$ cat src/rtl/vlsu_txn_sched.sv
// Vector LSU transaction scheduler: arbitrates load/store address issue under
// per-direction outstanding-burst credits and implements a drain-style fence.
//
// Handshake rule: a transfer happens on the issue port when issue_valid_o and
// issue_ready_i are both 1 at a rising edge; once issue_valid_o is raised it
// stays raised with a stable issue_is_store_o until that transfer happens.
module vlsu_txn_sched #(
  parameter int MaxRdOutstanding = 8,
  parameter int MaxWrOutstanding = 8,
  localparam int MaxOut = (MaxRdOutstanding > MaxWrOutstanding) ?
                          MaxRdOutstanding : MaxWrOutstanding,
  localparam int CntW = $clog2(MaxOut + 1)
) (
  input  logic            clk_i,
  input  logic            rst_i,
  input  logic            ld_req_valid_i,
  output logic            ld_req_ready_o,
  input  logic            st_req_valid_i,
  output logic            st_req_ready_o,
  output logic            issue_valid_o,
  output logic            issue_is_store_o,
  input  logic            issue_ready_i,
  input  logic            r_valid_i,
  input  logic            r_ready_i,
  input  logic            r_last_i,
  input  logic            b_valid_i,
  input  logic            b_ready_i,
  input  logic            fence_req_i,
  output logic            fence_done_o,
  output logic [CntW-1:0] rd_cnt_o,
  output logic [CntW-1:0] wr_cnt_o,
  output logic            idle_o,
  output logic            cnt_err_o
);

  localparam logic [CntW-1:0] RdLimit = CntW'(MaxRdOutstanding);
  localparam logic [CntW-1:0] WrLimit = CntW'(MaxWrOutstanding);

  typedef enum logic [1:0] {
    RUN   = 2'd0,
    DRAIN = 2'd1,
    ACK   = 2'd2
  } state_e;

  state_e          state_q, state_d;
  logic            lock_q, lock_d;
  logic            lock_store_q, lock_store_d;
  logic            prio_store_q, prio_store_d;
  logic            fence_pend_q, fence_pend_d;
  logic [CntW-1:0] rd_cnt_q, rd_cnt_d;
  logic [CntW-1:0] wr_cnt_q, wr_cnt_d;
  logic            cnt_err_q, cnt_err_d;

  logic in_run;
  logic ld_elig, st_elig;
  logic grant_valid, grant_store;
  logic issue_hs, ld_hs, st_hs;
  logic r_dec, b_dec;
  logic rd_underflow, wr_underflow;

  assign in_run  = (state_q == RUN);
  assign ld_elig = ld_req_valid_i & (rd_cnt_q < RdLimit) & in_run;
  assign st_elig = st_req_valid_i & (wr_cnt_q < WrLimit) & in_run;

  // A locked grant overrides eligibility so the issue port never changes mid-stall.
  always_comb begin
    grant_valid = 1'b0;
    grant_store = 1'b0;
    if (lock_q) begin
      grant_valid = 1'b1;
      grant_store = lock_store_q;
    end else if (ld_elig && st_elig) begin
      grant_valid = 1'b1;
      grant_store = prio_store_q;
    end else if (ld_elig || st_elig) begin
      grant_valid = 1'b1;
      grant_store = st_elig;
    end
  end

  assign issue_valid_o    = grant_valid & ~rst_i;
  assign issue_is_store_o = grant_store;
  assign issue_hs         = issue_valid_o & issue_ready_i;
  assign ld_hs            = issue_hs & ~grant_store;
  assign st_hs            = issue_hs & grant_store;
  assign ld_req_ready_o   = ld_hs;
  assign st_req_ready_o   = st_hs;

  assign lock_d       = issue_valid_o & ~issue_ready_i;
  assign lock_store_d = grant_store;
  assign prio_store_d = issue_hs ? ~grant_store : prio_store_q;

  assign r_dec = r_valid_i & r_ready_i & r_last_i;
  assign b_dec = b_valid_i & b_ready_i;

  // Credits: same-cycle issue and completion cancel; a completion at zero
  // saturates and flags an accounting error.
  always_comb begin
    rd_cnt_d     = rd_cnt_q;
    rd_underflow = 1'b0;
    case ({ld_hs, r_dec})
      2'b10: rd_cnt_d = rd_cnt_q + 1'b1;
      2'b01: begin
        if (rd_cnt_q == '0) rd_underflow = 1'b1;
        else                rd_cnt_d = rd_cnt_q - 1'b1;
      end
      default: rd_cnt_d = rd_cnt_q;
    endcase
  end

  always_comb begin
    wr_cnt_d     = wr_cnt_q;
    wr_underflow = 1'b0;
    case ({st_hs, b_dec})
      2'b10: wr_cnt_d = wr_cnt_q + 1'b1;
      2'b01: begin
        if (wr_cnt_q == '0) wr_underflow = 1'b1;
        else                wr_cnt_d = wr_cnt_q - 1'b1;
      end
      default: wr_cnt_d = wr_cnt_q;
    endcase
  end

  assign cnt_err_d = cnt_err_q | rd_underflow | wr_underflow;

  // A fence seen while the issue port is stalled waits for that transfer first.
  always_comb begin
    state_d      = state_q;
    fence_pend_d = fence_pend_q;
    case (state_q)
      RUN: begin
        if (fence_req_i || fence_pend_q) begin
          if (lock_d) begin
            fence_pend_d = 1'b1;
          end else begin
            fence_pend_d = 1'b0;
            state_d      = DRAIN;
          end
        end
      end
      DRAIN: begin
        if ((rd_cnt_d == '0) && (wr_cnt_d == '0)) state_d = ACK;
      end
      ACK:     state_d = RUN;
      default: state_d = RUN;
    endcase
  end

  always_ff @(posedge clk_i) begin
    if (rst_i) begin
      state_q      <= RUN;
      lock_q       <= 1'b0;
      lock_store_q <= 1'b0;
      prio_store_q <= 1'b0;
      fence_pend_q <= 1'b0;
      rd_cnt_q     <= '0;
      wr_cnt_q     <= '0;
      cnt_err_q    <= 1'b0;
    end else begin
      state_q      <= state_d;
      lock_q       <= lock_d;
      lock_store_q <= lock_store_d;
      prio_store_q <= prio_store_d;
      fence_pend_q <= fence_pend_d;
      rd_cnt_q     <= rd_cnt_d;
      wr_cnt_q     <= wr_cnt_d;
      cnt_err_q    <= cnt_err_d;
    end
  end

  assign fence_done_o = (state_q == ACK) & ~rst_i;
  assign rd_cnt_o     = rd_cnt_q;
  assign wr_cnt_o     = wr_cnt_q;
  assign cnt_err_o    = cnt_err_q;
  assign idle_o       = in_run & (rd_cnt_q == '0) & (wr_cnt_q == '0) &
                        ~ld_req_valid_i & ~st_req_valid_i;

endmodule

$ cat config.mk
export PLATFORM = sky130hd
export DESIGN_NAME = vlsu_txn_sched
export DESIGN_NICKNAME = d
export VERILOG_FILES = /design/src/rtl/vlsu_txn_sched.sv
export SDC_FILE = /design/constraint.sdc
export NUM_CORES = 1
export LEC_CHECK = 0
export CORE_MARGIN = 3
export CORE_UTILIZATION = 50
export CTS_CLUSTER_DIAMETER = 50
export DETAILED_ROUTE_END_ITERATION = 12
export GPL_TIMING_DRIVEN = 0
export MAX_ROUTING_LAYER = met4
export PLACE_DENSITY = 0.81
export SYNTH_ARGS = -nofsm -noshare
export SYNTH_HDL_FRONTEND = slang
export SYNTH_SLANG_ARGS = --single-unit
$ cat constraint.sdc
create_clock -name clk_i -period 6.2 [get_ports clk_i]
set_clock_uncertainty 0.2 [all_clocks]
set_input_delay 0.62 -clock clk_i [delete_from_list [all_inputs] [get_ports clk_i]]
set_output_delay 0.62 -clock clk_i [all_outputs]
set_load 0.05 [all_outputs]
==> reports/results.tsv <==
stage	metric	value	unit
timing	clock period minus final worst setup slack	3660	ps
synth	Yosys warning count	0	
drt	first-pass iteration count of the detailed router	4	
clock_network	number of hold-repair buffers added at the cts stage	0	
min_path	class of the tightest hold or removal check	reg2reg	
clock_network	level count of the clock H-tree	1	
grt	maximum number of pins on one net before global-route repair	11	
drt	remaining routing DRC violations	0	
clock_network	post-CTS repair timing setup buffer count	0	
die	Row Count	15	
drt	number of nets with antenna violations after detailed routing	0	
clock_network	clock tree from TritonCTS	done	
synth	proportion of netlist area held by the largest area contributor	29.6	%
final_layout	share of post-route cells with drive strength above 1	8.55	%
grt	wire length of the first global-routing pass	4240	um
timing	maximum clock rate	274	MHz
clock_network	buffer levels on the longest clock path	2	
synth	average size of a mapped cell	8.24	um2
clock_network	total clock sinks	15	
timing	setup-violating endpoint count in the final report	0	
timing	number of pins exceeding their max-slew limit in the final report	0	
worst_setup_path	crit path max fanout	4	
synth	synthesized cell area	1010	um2
die	die area	2600	um2
timing	RSZ-0062 raised after global routing	no	
run	Max Cap Violations	0	
timing	Total Negative Setup Slacks	0	ps
synth	largest area contributor in the synthesized netlist	sky130_fd_sc_hd__dfxtp_1	
worst_setup_path	Data arrival, critical path	2840	ps
final_layout	area added between synthesis and finish	30.4	%
final_layout	sequential cell area	300	um2
worst_setup_path	type of destination of the critical path	primary output	
clock_network	CTS-repair resized insts	0	
synth	synthesized net count	142	
final_layout	Design Area, Final	1320	um2
worst_setup_path	worst path required time	5380	ps
placed_design	cell area reported after detailed placement	1290	um2
timing	Least-Margin Pin Slew	503	ps
clock_network	TritonCTS Buffers	3	
drt	met2 routed WL	1120	um
drt	per-cell routed wire length	13.8	um
drt	Routed WL	2440	um
placed_design	final weighted congestion of routability-driven global placement	0.802	
final_layout	fill cell total of the finished layout	150	
drt	top layer in use	met4	
final_layout	Nets	172	
die	boundary pin count	26	
final_layout	number of inserted diodes	0	
drt	met1 wire length	1150	um
synth	register area share after synthesis	29.6	%
placed_design	Final HPWL DP	1910	um
final_layout	area occupied by multi-input gates	643	um2
drt	Starting DRT DRC Count	23	
timing	final clock period utilization by the worst path	59.0	%
synth	Synth cell types	41	
synth	synthesized instance count	123	
power	maximum vdd ir drop	0.000159	V
clock_network	Root Driver	sky130_fd_sc_hd__clkbuf_4	
synth	Primary FF master, synth	sky130_fd_sc_hd__dfxtp_1	
final_layout	commonest cells after routing, fill and taps aside	sky130_fd_sc_hd__clkdlybuf4s50_1 (25), sky130_fd_sc_hd__inv_1 (15), sky130_fd_sc_hd__dfxtp_1 (15), sky130_fd_sc_hd__nor2b_1 (11), sky130_fd_sc_hd__nor2_1 (11)	
synth	cell types occupying the most area after synthesis	sky130_fd_sc_hd__dfxtp_1 (30%), sky130_fd_sc_hd__ha_1 (9.9%), sky130_fd_sc_hd__nor2b_1 (6.8%)	
synth	Synth async-reset ratio	0	%
worst_setup_path	critical path class	in2out	
die	die height	51.0	um
grt	Total Routing Usage GR	21.9	%
clock_network	clock latency reported for the late side of the worst-skew pair	290	ps
power	leakage dissipation	0.538	nW
grt	via count of the first global-routing pass	987	
timing	final hold violations	0	
timing	worst slew margin relative to its limit	66.3	%
worst_setup_path	kind of start point of the critical path	input pin	
synth	flip-flop and latch count after synthesis	15	
status	result of the run	complete, no violations	
drt	routed length on met3	142	um
grt	grt total ovfl	0	
die	die boundary width	51.0	um
clock_network	clock-pin slew reported for the worst setup and hold paths after clock tree synthesis	90	ps
drt	DR vias	1003	
die	area of the placeable core	1820	um2
final_layout	commonest non-fill, non-tap cell in the layout	sky130_fd_sc_hd__clkdlybuf4s50_1	
grt	antenna violations before repair	0	
die	initial core utilization	55.7	%
power	pwr/cell area	168	nW/um2
synth	number of enable flip-flop cells after synthesis	0	
drt	via/cell ratio	5.67	
placed_design	IO Port Bufs	25	
[logic make-up (layout without fill, tap and decap cells)]
logic type | count (synthesis) | count (layout) | share of synthesized area (%)
AOI/OAI and AO/OA | 31 | 31 | 23.7
adders and majority gates | 8 | 8 | 9.88
DFF | 15 | 15 | 29.6
buffers and inverters | 16 | 45 | 6.91
and+or+nand+nor | 53 | 53 | 29.9
[per-layer routing]
metal,track usage (%),vias to the layer above
li1,-,508
met1,27.0,455
met2,34.3,36
met3,7.00,4
met4,6.28,0
met5,-,-
[sequential cells by signal (all words and copies together), names as in the netlist]
register	cells
rd_cnt_o	4
wr_cnt_o	4
state_q	2
cnt_err_o	1
fence_pend_q	1
lock_q	1
lock_store_q	1
prio_store_q	1
[through the flow]
step                utilization [%]  total power, W  worst slack [ps]  hold slack [ps]  std cells
floorplan                         -        0.000145              2280              231        123
global placement               71.1        0.000166              2540              249        173
detailed placement             71.1        0.000167              2480              248        173
CTS                            72.6        0.000222              2570              260        177
global route                   72.6        0.000236              2430              291        177
finish                         72.6        0.000222              2540              259        177
[cells in the mapped netlist, types with 3 or more instances]
cell type and count:
sky130_fd_sc_hd__inv_1 15, sky130_fd_sc_hd__nand2_1 8, sky130_fd_sc_hd__nand3_1 6, sky130_fd_sc_hd__o221ai_1 3
sky130_fd_sc_hd__dfxtp_1 15, sky130_fd_sc_hd__nor2b_1 11, sky130_fd_sc_hd__nand2b_1 3, sky130_fd_sc_hd__ha_1 8
sky130_fd_sc_hd__nor2_1 11, sky130_fd_sc_hd__a21oi_1 3
[path summary, 6_finish.rpt]
check | end | cells past startpoint | startpoint | slack [ps]
max | st_req_ready_o | 6 | ld_req_valid_i | 2540
min | prio_store_q | 2 | prio_store_q | 260
max reg2reg | state_q[0] | 10 | state_q[1] | 3040
min reg2reg | prio_store_q | 2 | prio_store_q | 260
[final cells by class]
type / count / share of cell area, %
sequential: 15 / 22.7
multi-input combinational: 92 / 48.7
clock buffer: 4 / 1.99
buffer: 1 / 1.04
inverter: 15 / 4.26
tap: 25 / 2.37
timing repair buffer: 25 / 18.9
[critical path, stage by stage]
cell and delay (ps):
sky130_fd_sc_hd__clkdlybuf4s50_1 430, sky130_fd_sc_hd__nor2b_1 150, sky130_fd_sc_hd__nor2b_1 140, sky130_fd_sc_hd__o41a_1 360
sky130_fd_sc_hd__nor2_1 270, sky130_fd_sc_hd__clkdlybuf4s50_1 870
[report_power, final]
group	switching, W	leakage, nW	total, W	internal, W
Sequential	0.00000283	0.122	0.000103	0.000100
Combinational	0.0000365	0.401	0.0000615	0.0000249
Clock	0.0000321	0.0150	0.0000571	0.0000250
Note: power is estimated with default switching activity, not from simulation.
